## src/rtl/v_tile_pkg.sv

```systemverilog
// Shared types and config-word layout for the v_tile vector ALU tile.
package v_tile_pkg;

  typedef enum logic [1:0] {
    OP_PAIR = 2'b00,
    OP_ADD  = 2'b01,
    OP_SUB  = 2'b10,
    OP_MAX  = 2'b11
  } op_e;

  typedef enum logic [1:0] {
    ST_IDLE    = 2'b00,
    ST_COMPUTE = 2'b01,
    ST_DONE    = 2'b10
  } state_e;

  localparam int CFG_OP_LSB   = 0;
  localparam int CFG_OP_MSB   = 1;
  localparam int CFG_SAT_BIT  = 2;
  localparam int CFG_DEST_LSB = 3;

endpackage

```

## src/rtl/v_lane_alu.sv

```systemverilog
// Single-lane unsigned ALU: add/sub with optional saturation, max; reports carry/borrow.
module v_lane_alu
  import v_tile_pkg::*;
#(
  parameter int width = 16
) (
  input  logic [width-1:0] a,
  input  logic [width-1:0] b,
  input  op_e              op,
  input  logic             sat,
  output logic [width-1:0] y,
  output logic             ovf
);

  logic [width:0] sum_s;
  logic [width:0] diff_s;

  assign sum_s  = {1'b0, a} + {1'b0, b};
  assign diff_s = {1'b0, a} - {1'b0, b};

  // Lane result select; the MSB of the widened sum/diff is the carry/borrow.
  always_comb begin
    y   = {width{1'b0}};
    ovf = 1'b0;
    case (op)
      OP_PAIR, OP_ADD: begin
        ovf = sum_s[width];
        if (sat && sum_s[width]) begin
          y = {width{1'b1}};
        end else begin
          y = sum_s[width-1:0];
        end
      end
      OP_SUB: begin
        ovf = diff_s[width];
        if (sat && diff_s[width]) begin
          y = {width{1'b0}};
        end else begin
          y = diff_s[width-1:0];
        end
      end
      OP_MAX: begin
        ovf = 1'b0;
        if (a > b) begin
          y = a;
        end else begin
          y = b;
        end
      end
      default: begin
        y   = {width{1'b0}};
        ovf = 1'b0;
      end
    endcase
  end

endmodule

```

## src/rtl/v_tile_mo.sv

```systemverilog
// Vector ALU tile: captures vectors A, B and a sticky config word, then computes
// one registered vector result per start request and holds it until consumed.
module v_tile_mo
  import v_tile_pkg::*;
#(
  parameter  int width      = 16,
  parameter  int num_inputs = 4,
  parameter  int num_regs   = 16,
  localparam int DW         = $clog2(num_regs)
) (
  input  logic                                clk,
  input  logic                                reset,
  input  logic                                on_off,
  input  logic                                write_en1,
  output logic                                write_rdy1,
  output logic                                write_ack1,
  input  logic [num_inputs-1:0][width-1:0]    w_data_in1,
  input  logic                                write_en2,
  output logic                                write_rdy2,
  output logic                                write_ack2,
  input  logic [num_inputs-1:0][width-1:0]    w_data_in2,
  input  logic                                write_en3,
  output logic                                write_rdy3,
  output logic                                write_ack3,
  input  logic [width-1:0]                    w_data_in3,
  output logic [num_inputs-1:0][width-1:0]    adder_outputs,
  output logic [DW-1:0]                       dest_info,
  output logic                                adder_ack,
  input  logic                                result_ready,
  output logic                                ovf_flag
);

  localparam int half    = num_inputs / 2;
  localparam int cfg_w   = CFG_DEST_LSB + DW;

  state_e                           state_r;
  logic [num_inputs-1:0][width-1:0] a_r;
  logic [num_inputs-1:0][width-1:0] b_r;
  logic [cfg_w-1:0]                 cfg_r;
  logic                             a_full_r;
  logic                             b_full_r;
  logic                             cfg_full_r;
  op_e                              op_r;
  logic                             sat_r;
  logic [DW-1:0]                    dest_r;

  logic                             idle_s;
  logic                             start_s;
  logic                             cap1_s;
  logic                             cap2_s;
  logic                             cap3_s;
  logic [num_inputs-1:0][width-1:0] lane_y_s;
  logic [num_inputs-1:0]            lane_ovf_s;
  logic                             cfg_unused_s;

  // Reserved config bits above the dest field carry no meaning.
  assign cfg_unused_s = ^w_data_in3[width-1:cfg_w];

  assign idle_s     = (state_r == ST_IDLE);
  assign write_rdy1 = idle_s && !a_full_r;
  assign write_rdy2 = idle_s && !b_full_r;
  assign write_rdy3 = idle_s;
  assign cap1_s     = write_en1 && write_rdy1;
  assign cap2_s     = write_en2 && write_rdy2;
  assign cap3_s     = write_en3 && write_rdy3;
  assign start_s    = idle_s && on_off && a_full_r && b_full_r && cfg_full_r;

  // Pairwise mode folds adjacent A elements into the low lanes and B into the high lanes.
  for (genvar i = 0; i < num_inputs; i++) begin : g_lane
    logic [width-1:0] pa_s;
    logic [width-1:0] pb_s;
    logic [width-1:0] la_s;
    logic [width-1:0] lb_s;

    if (i < half) begin : g_lo
      assign pa_s = a_r[2*i];
      assign pb_s = a_r[2*i+1];
    end else begin : g_hi
      assign pa_s = b_r[2*(i-half)];
      assign pb_s = b_r[2*(i-half)+1];
    end

    assign la_s = (op_r == OP_PAIR) ? pa_s : a_r[i];
    assign lb_s = (op_r == OP_PAIR) ? pb_s : b_r[i];

    v_lane_alu #(.width(width)) u_alu (
      .a   (la_s),
      .b   (lb_s),
      .op  (op_r),
      .sat (sat_r),
      .y   (lane_y_s[i]),
      .ovf (lane_ovf_s[i])
    );
  end

  // Slot capture, ack pulses and the IDLE/COMPUTE/DONE sequencer.
  always_ff @(posedge clk) begin
    if (reset) begin
      state_r       <= ST_IDLE;
      a_r           <= '0;
      b_r           <= '0;
      cfg_r         <= {cfg_w{1'b0}};
      a_full_r      <= 1'b0;
      b_full_r      <= 1'b0;
      cfg_full_r    <= 1'b0;
      op_r          <= OP_PAIR;
      sat_r         <= 1'b0;
      dest_r        <= {DW{1'b0}};
      write_ack1    <= 1'b0;
      write_ack2    <= 1'b0;
      write_ack3    <= 1'b0;
      adder_outputs <= '0;
      dest_info     <= {DW{1'b0}};
      adder_ack     <= 1'b0;
      ovf_flag      <= 1'b0;
    end else begin
      write_ack1 <= cap1_s;
      write_ack2 <= cap2_s;
      write_ack3 <= cap3_s;
      if (cap1_s) begin
        a_r      <= w_data_in1;
        a_full_r <= 1'b1;
      end
      if (cap2_s) begin
        b_r      <= w_data_in2;
        b_full_r <= 1'b1;
      end
      if (cap3_s) begin
        cfg_r      <= w_data_in3[cfg_w-1:0];
        cfg_full_r <= 1'b1;
      end
      case (state_r)
        ST_IDLE: begin
          // Snapshot uses the pre-edge cfg, so a same-cycle cfg write waits for the next op.
          if (start_s) begin
            op_r    <= op_e'(cfg_r[CFG_OP_MSB:CFG_OP_LSB]);
            sat_r   <= cfg_r[CFG_SAT_BIT];
            dest_r  <= cfg_r[CFG_DEST_LSB +: DW];
            state_r <= ST_COMPUTE;
          end
        end
        ST_COMPUTE: begin
          adder_outputs <= lane_y_s;
          ovf_flag      <= |lane_ovf_s;
          dest_info     <= dest_r;
          adder_ack     <= 1'b1;
          state_r       <= ST_DONE;
        end
        ST_DONE: begin
          if (result_ready) begin
            adder_ack <= 1'b0;
            a_full_r  <= 1'b0;
            b_full_r  <= 1'b0;
            state_r   <= ST_IDLE;
          end
        end
        default: begin
          state_r <= ST_IDLE;
        end
      endcase
    end
  end

endmodule

```

## config.mk

```make
export PLATFORM = sky130hd
export DESIGN_NAME = v_tile_mo
export DESIGN_NICKNAME = d
export VERILOG_FILES = /design/src/rtl/v_tile_pkg.sv /design/src/rtl/v_lane_alu.sv /design/src/rtl/v_tile_mo.sv
export SDC_FILE = /design/constraint.sdc
export NUM_CORES = 1
export LEC_CHECK = 0
export CAP_MARGIN = 10
export CORE_MARGIN = 1.5
export CORE_UTILIZATION = 55
export DETAILED_ROUTE_END_ITERATION = 16
export DONT_BUFFER_PORTS = 1
export MAX_ROUTING_LAYER = met4
export PLACE_DENSITY = 0.7
export REMOVE_ABC_BUFFERS = 1
export SETUP_SLACK_MARGIN = 0.3
export SYNTH_ARGS = -nofsm -noshare
export SYNTH_HDL_FRONTEND = slang
export SYNTH_SLANG_ARGS = --single-unit
export TNS_END_PERCENT = 5
```

## constraint.sdc

```tcl
create_clock -name clk -period 4.8 [get_ports clk]
set_clock_uncertainty 0.05 [all_clocks]
set_input_delay 0.48 -clock clk [delete_from_list [all_inputs] [get_ports clk]]
set_output_delay 0.48 -clock clk [all_outputs]
set_load 0.05 [all_outputs]
```

# Word-level counts from Yosys, hierarchy flattened
# Index checks and enable logic that the tools add are counted.
# Widths: inputs -> output; s select.
[classes]
addsub = 8
magnitude_cmp = 4
n_eq_ne = 7
muxes = 37
n_reduce_logical = 27
[ops]
columns = ["op", "count"]
rows = [
  ["$mux 16", 18],
  ["$pmux 16 s3", 4],
  ["$add 16x16->17", 4],
  ["$sub 16x16->17", 4],
  ["$gt 16x16->1", 4],
  ["$logic_and 1x1->1", 17],
  ["$pmux 1 s3", 4],
  ["$mux 1", 7],
  ["$eq 2x2->1 const B", 3],
  ["$pmux 2 s3", 1],
  ["$reduce_and 2->1", 3],
  ["$eq 2x1->1 const B", 2],
  ["$logic_not 2->1", 2],
  ["$mux 2", 2],
  ["$reduce_or 4->1", 1],
  ["$logic_not 1->1", 2],
  ["$ne 2x1->1 const B", 1],
  ["$ne 2x2->1 const B", 1],
  ["$pmux 1 s2", 1],
  ["$reduce_bool 2->1", 1],
  ["$reduce_or 2->1", 1],
]
[word_totals]
ff_bits = 220
wordCells = 109

# Longest topological paths before layout
[depth]
word_depth = 7
depth_mapped = 18
mapped_depth_nobuf = 14

# Cells and area by module
# Synthesis repeated with hierarchy kept, for this count alone.
[unflattened]
cells_unflattened = 2299
area_unflattened_um2 = 17620.6
[by_module_without_submodules]
columns = ["module", "n_inst", "cells_per_inst", "area_each_um2"]
rows = [
  ["v_tile_mo", 1, 1058, 8841.0],
  ["v_lane_alu (g_lane[0].u_alu ...)", 2, 309, 2157.1],
  ["v_lane_alu (g_lane[3].u_alu)", 1, 318, 2264.7],
  ["v_lane_alu (g_lane[2].u_alu)", 1, 305, 2200.9],
]

# Worst setup path before layout
# No wires, ideal clock.
[synth_timing]
kind = "reg2reg"
startpoint = "register op_r[1]"
endpoint = "register adder_outputs[4] (netlist bit)"
setup_time_ns = 0.128
arrival_ns = 4.056
required_ns = 4.622
slack_ns = 0.566
path_stages_with_launch = 17
path_buffers = 6
period_less_slack_ns = 4.234
path_cell_list = "dfxtp_1 -> clkbuf_1 -> nor2_1 -> buf_2 -> buf_2 -> buf_2 -> mux2_2 -> ha_1 -> buf_4 -> or3_4 -> o211ai_1 -> a221oi_2 -> a21oi_1 -> buf_6 -> mux2_4 -> a2111oi_1 -> nor2_1"
[synth_via]
elab_chain_len = 6
[synth_lines]
columns = ["element", "line_no", "text"]
rows = [
  ["start, declared", "v_tile_mo.sv:43", "op_e op_r;"],
  ["start signal, assigned", "v_tile_mo.sv:136", "op_r <= op_e'(cfg_r[CFG_OP_MSB:CFG_OP_LSB]);"],
  ["$logic_not 2->1", "v_lane_alu.sv:25, v_tile_mo.sv:84", ""],
  ["$mux 16", "v_tile_mo.sv:84", "assign lb_s = (op_r == OP_PAIR) ? pb_s : b_r[i];"],
  ["$sub 16x16->17 / $add 16x16->17 (equally long branches)", "v_lane_alu.sv:19, v_lane_alu.sv:18", ""],
  ["$logic_and 1x1->1 (on tied branches)", "v_lane_alu.sv:36, v_lane_alu.sv:28", ""],
  ["$mux 16 (on tied branches)", "v_lane_alu.sv:36, v_lane_alu.sv:28", ""],
  ["$pmux 16 s3 *", "v_lane_alu.sv:25", "case (op)"],
  ["end signal, assigned", "v_tile_mo.sv:143", "adder_outputs <= lane_y_s;"],
  ["end, declared", "v_tile_mo.sv:26", "output logic [num_inputs-1:0][width-1:0] adder_outputs,"],
]
# Mark *: on every way between the ends. The rest lies on a longest branch, timed or not.
# A chain may end at the register's enable or synchronous reset.

# Worst setup path after layout
[layout_timing]
startpoint = "register op_r[1]"
endpoint = "register adder_outputs[18] (netlist bit)"
[layout_via]
elab_chain_len = 6
[layout_lines]
columns = ["element", "line_no"]
rows = [
  ["$logic_not 2->1", "v_lane_alu.sv:25, v_tile_mo.sv:83, v_tile_mo.sv:84"],
  ["$mux 16 (on tied branches)", "v_tile_mo.sv:83, v_tile_mo.sv:84"],
  ["$sub 16x16->17 / $add 16x16->17 (equally long branches)", "v_lane_alu.sv:19, v_lane_alu.sv:18"],
  ["$logic_and 1x1->1 (on tied branches)", "v_lane_alu.sv:36, v_lane_alu.sv:28"],
  ["$mux 16 (on tied branches)", "v_lane_alu.sv:36, v_lane_alu.sv:28"],
  ["$pmux 16 s3 *", "v_lane_alu.sv:25"],
]
# Marks and branches as above.

==> reports/metrics.cfg <==
[clock_network]
htreeDepth = 1
root_buffer = clkbuf_16
cts_made_buffers = 27
cts.sinks = 220
cts_tree = yes
path_clk_slew_ns = 0.06
cts.path.max_buffers = 3
clk_latency_ns = 0.57

[worst_setup_path]
path_max_fanout = 9
arrival_ns = 4.71
required_ns = 5.20
crit_path_end_kind = register
critPathKind = reg -> reg
critPathLaunchType = register
ff2ff_setup_slack_ns = 0.50

[min_path]
hold_class = in -> reg

[global_routing]
antenna_found_initial = 0
grt_usage_pct = 34.8
grt_pass1_vias = 15400
grt_max_degree = 176
grt_overflow = 0
grt_pass1_wl_um = 83900

[routing]
totalWireLength_um = 55500
vias = 16100
final_antenna_net_count = 0
drt_pass1_iterations = 7
wl_per_cell_um = 21.0
drc_errors = 0
drt-initial-drc-count = 1320
vias_per_cell = 6.12

[synthesis]
yosysWarnings = 0
syn_area_um2 = 17000
synthTopCellsByArea = dfxtp_1 (26%), ha_1 (10%), nand2_1 (7.7%), a21oi_1 (7.7%), mux2_2 (6.2%)
synthXorXnorAreaFrac_pct = 4.54
synth_cell_type_count = 97
synth_compound_area_share_pct = 24.7
synth_top_area_cell = dfxtp_1
synth-simple-area-share_pct = 17.7
synthFlopType = dfxtp_1
synth-seq-cells = 220
synth_top_family_by_area = compound AO/OA/AOI/OAI gates
synth_cells = 2196
synthAdderAreaFrac_pct = 11.0
syn_area_per_cell_um2 = 7.74
synthMuxAreaShare_pct = 9.32
synth-edff-count = 0
async_flop_share_pct = 0
synth.top_cell.area_share_pct = 25.9
yosysSeqAreaShare_pct = 25.9

[floorplanning]
core_um2 = 30500
start_util_pct = 55.7
pin_count = 227
die_y_um = 179
fp.dieW_um = 179
die_area_um2 = 32000
num_rows = 64

[placement]
placed_area_um2 = 17300
io_buffers = 0
pre_cts_ws_ns = 0.380
dpl.hpwl_um = 38900
gp_congestion = 0.968

[sta]
rsz0062_at_grt = false
fin_ws_ns = 0.496
fmax_mhz = 232
worst_pin_slew_ns = 1.12
post-route-period-util_pct = 89.7
maxSlewViolCount = 0
setup_viol = 0
finalSetupTns_ns = 0
min_period_ns = 4.30
hold_viol = 0
max_slew_margin_pct = 25.2

[cells_and_area]
syn_to_final_growth_pct = 13.1
fin_nets = 2517
antenna_cells = 0
fin_area_um2 = 19200
final_common_cell = nand2_1
mostFrequentLayoutCells = nand2_1 (344), a21oi_1 (259), dfxtp_1 (219)
drive_gt1_share_pct = 11.1

[power]
p_leak_nw = 7.94
p_total_mw = 5.96
ir_drop_v = 0.000282
powerDensity_nw_per_um2 = 310

[run]
maxCapViolCount = 0

[run_status]
status = completed

## worst paths after layout
check,start,endpoint,depth (start not counted)
setup / recovery,op_r[1],adder_outputs[18],14
hold / removal,w_data_in1[27],g_lane[0].pb_s[11],2
hold reg to reg,cfg_r[1],cfg_r[1],2
setup reg to reg,op_r[1],adder_outputs[18],14
## power breakdown
| group | internal (mW) | total (mW) | switching, mW |
|---|---|---|---|
| combinational | 0.725 | 1.76 | 1.03 |
| clock | 1.35 | 2.20 | 0.856 |
| sequential | 1.90 | 2.00 | 0.0963 |
| total | 3.98 | 5.96 | 1.99 |
## flip-flops by register name (all words and copies together), names as in the netlist
name and flops:
a_full_r 1, adder_ack 1, adder_outputs 64, b_full_r 1, cfg_full_r 1, cfg_r 7
dest_info 4, dest_r 4, g_lane.la_s 16, g_lane.lb_s 16, g_lane.pa_s 48, g_lane.pb_s 48
op_r 2, ovf_flag 1, sat_r 1, state_r 2, write_ack1 1, write_ack2 1
write_ack3 1
## kinds of logic (layout without fill, tap and decap cells)
| group | count (synthesis) | count (layout) |
|---|---|---|
| xor gates and xnor gates | 88 | 88 |
| muxes | 144 | 144 |
| and+or+nand+nor | 679 | 679 |
| AOI/OAI and AO/OA | 637 | 637 |
| buffers and inverters | 284 | 328 |
| DFF | 220 | 220 |
| adders and majority gates | 144 | 144 |
## layer usage
layer | global-route usage (%) | part of all wire [%]
met5 | - | 0
met4 | 12.8 | 3.7
met1 | 44.8 | 44
met3 | 4.69 | 6.6
met2 | 55.5 | 45
## per-stage QoR
stage,hold WS (ns),std cells,util (%)
floorplan,0.375,2052,-
global placement,0.386,2497,56.7
detailed placement,0.393,2497,56.7
CTS,0.00212,2635,62.8
global route,0.0125,2636,63.0
finish,0.0120,2636,63.0
## Yosys cell counts, types with 27 or more instances
| cell | number |
|---|---|
| a211oi_1 | 42 |
| a21oi_1 | 260 |
| a31oi_1 | 37 |
| buf_2 | 36 |
| clkbuf_1 | 94 |
| dfxtp_1 | 220 |
| ha_1 | 136 |
| inv_1 | 135 |
| mux2_2 | 94 |
| mux2i_1 | 40 |
| nand2_1 | 347 |
| nand2b_1 | 27 |
| nor2_1 | 157 |
| nor3_1 | 34 |
| o21ai_0 | 74 |
| xnor2_1 | 64 |
## cell type report
class,instances,area [um^2]
Multi-Input combinational cell,1692,11500
Clock buffer,34,732
Sequential cell,220,4410
Timing Repair Buffer,141,1350
Fill cell,2716,11300
Inverter,140,526
Tap cell,396,495
Clock inverter,13,214
## critical path: stages, from the launching register on
cell and delay [ns]:
dfxtp_2 0.34, nor2_4 0.12, buf_12 0.15, mux2i_1 0.56, inv_1 0.18, ha_1 0.38
o21bai_1 0.08, a21oi_1 0.32, o21ai_1 0.18, o31ai_1 0.48, nor3_1 0.14, nor2_1 0.54
buf_4 0.27, a211oi_1 0.08, o221a_2 0.29
## timing repair
| action | 4_1_cts | 5_1_grt |
|---|---|---|
| resized for setup | 0 | 5 |
| setup endpoints to repair | 0 | 60 |
| endpoints found under the hold margin | 180 | 0 |
| hold buffers | 91 | 0 |
| setup buffers | 0 | 1 |
(Power assumes the default switching activity.)
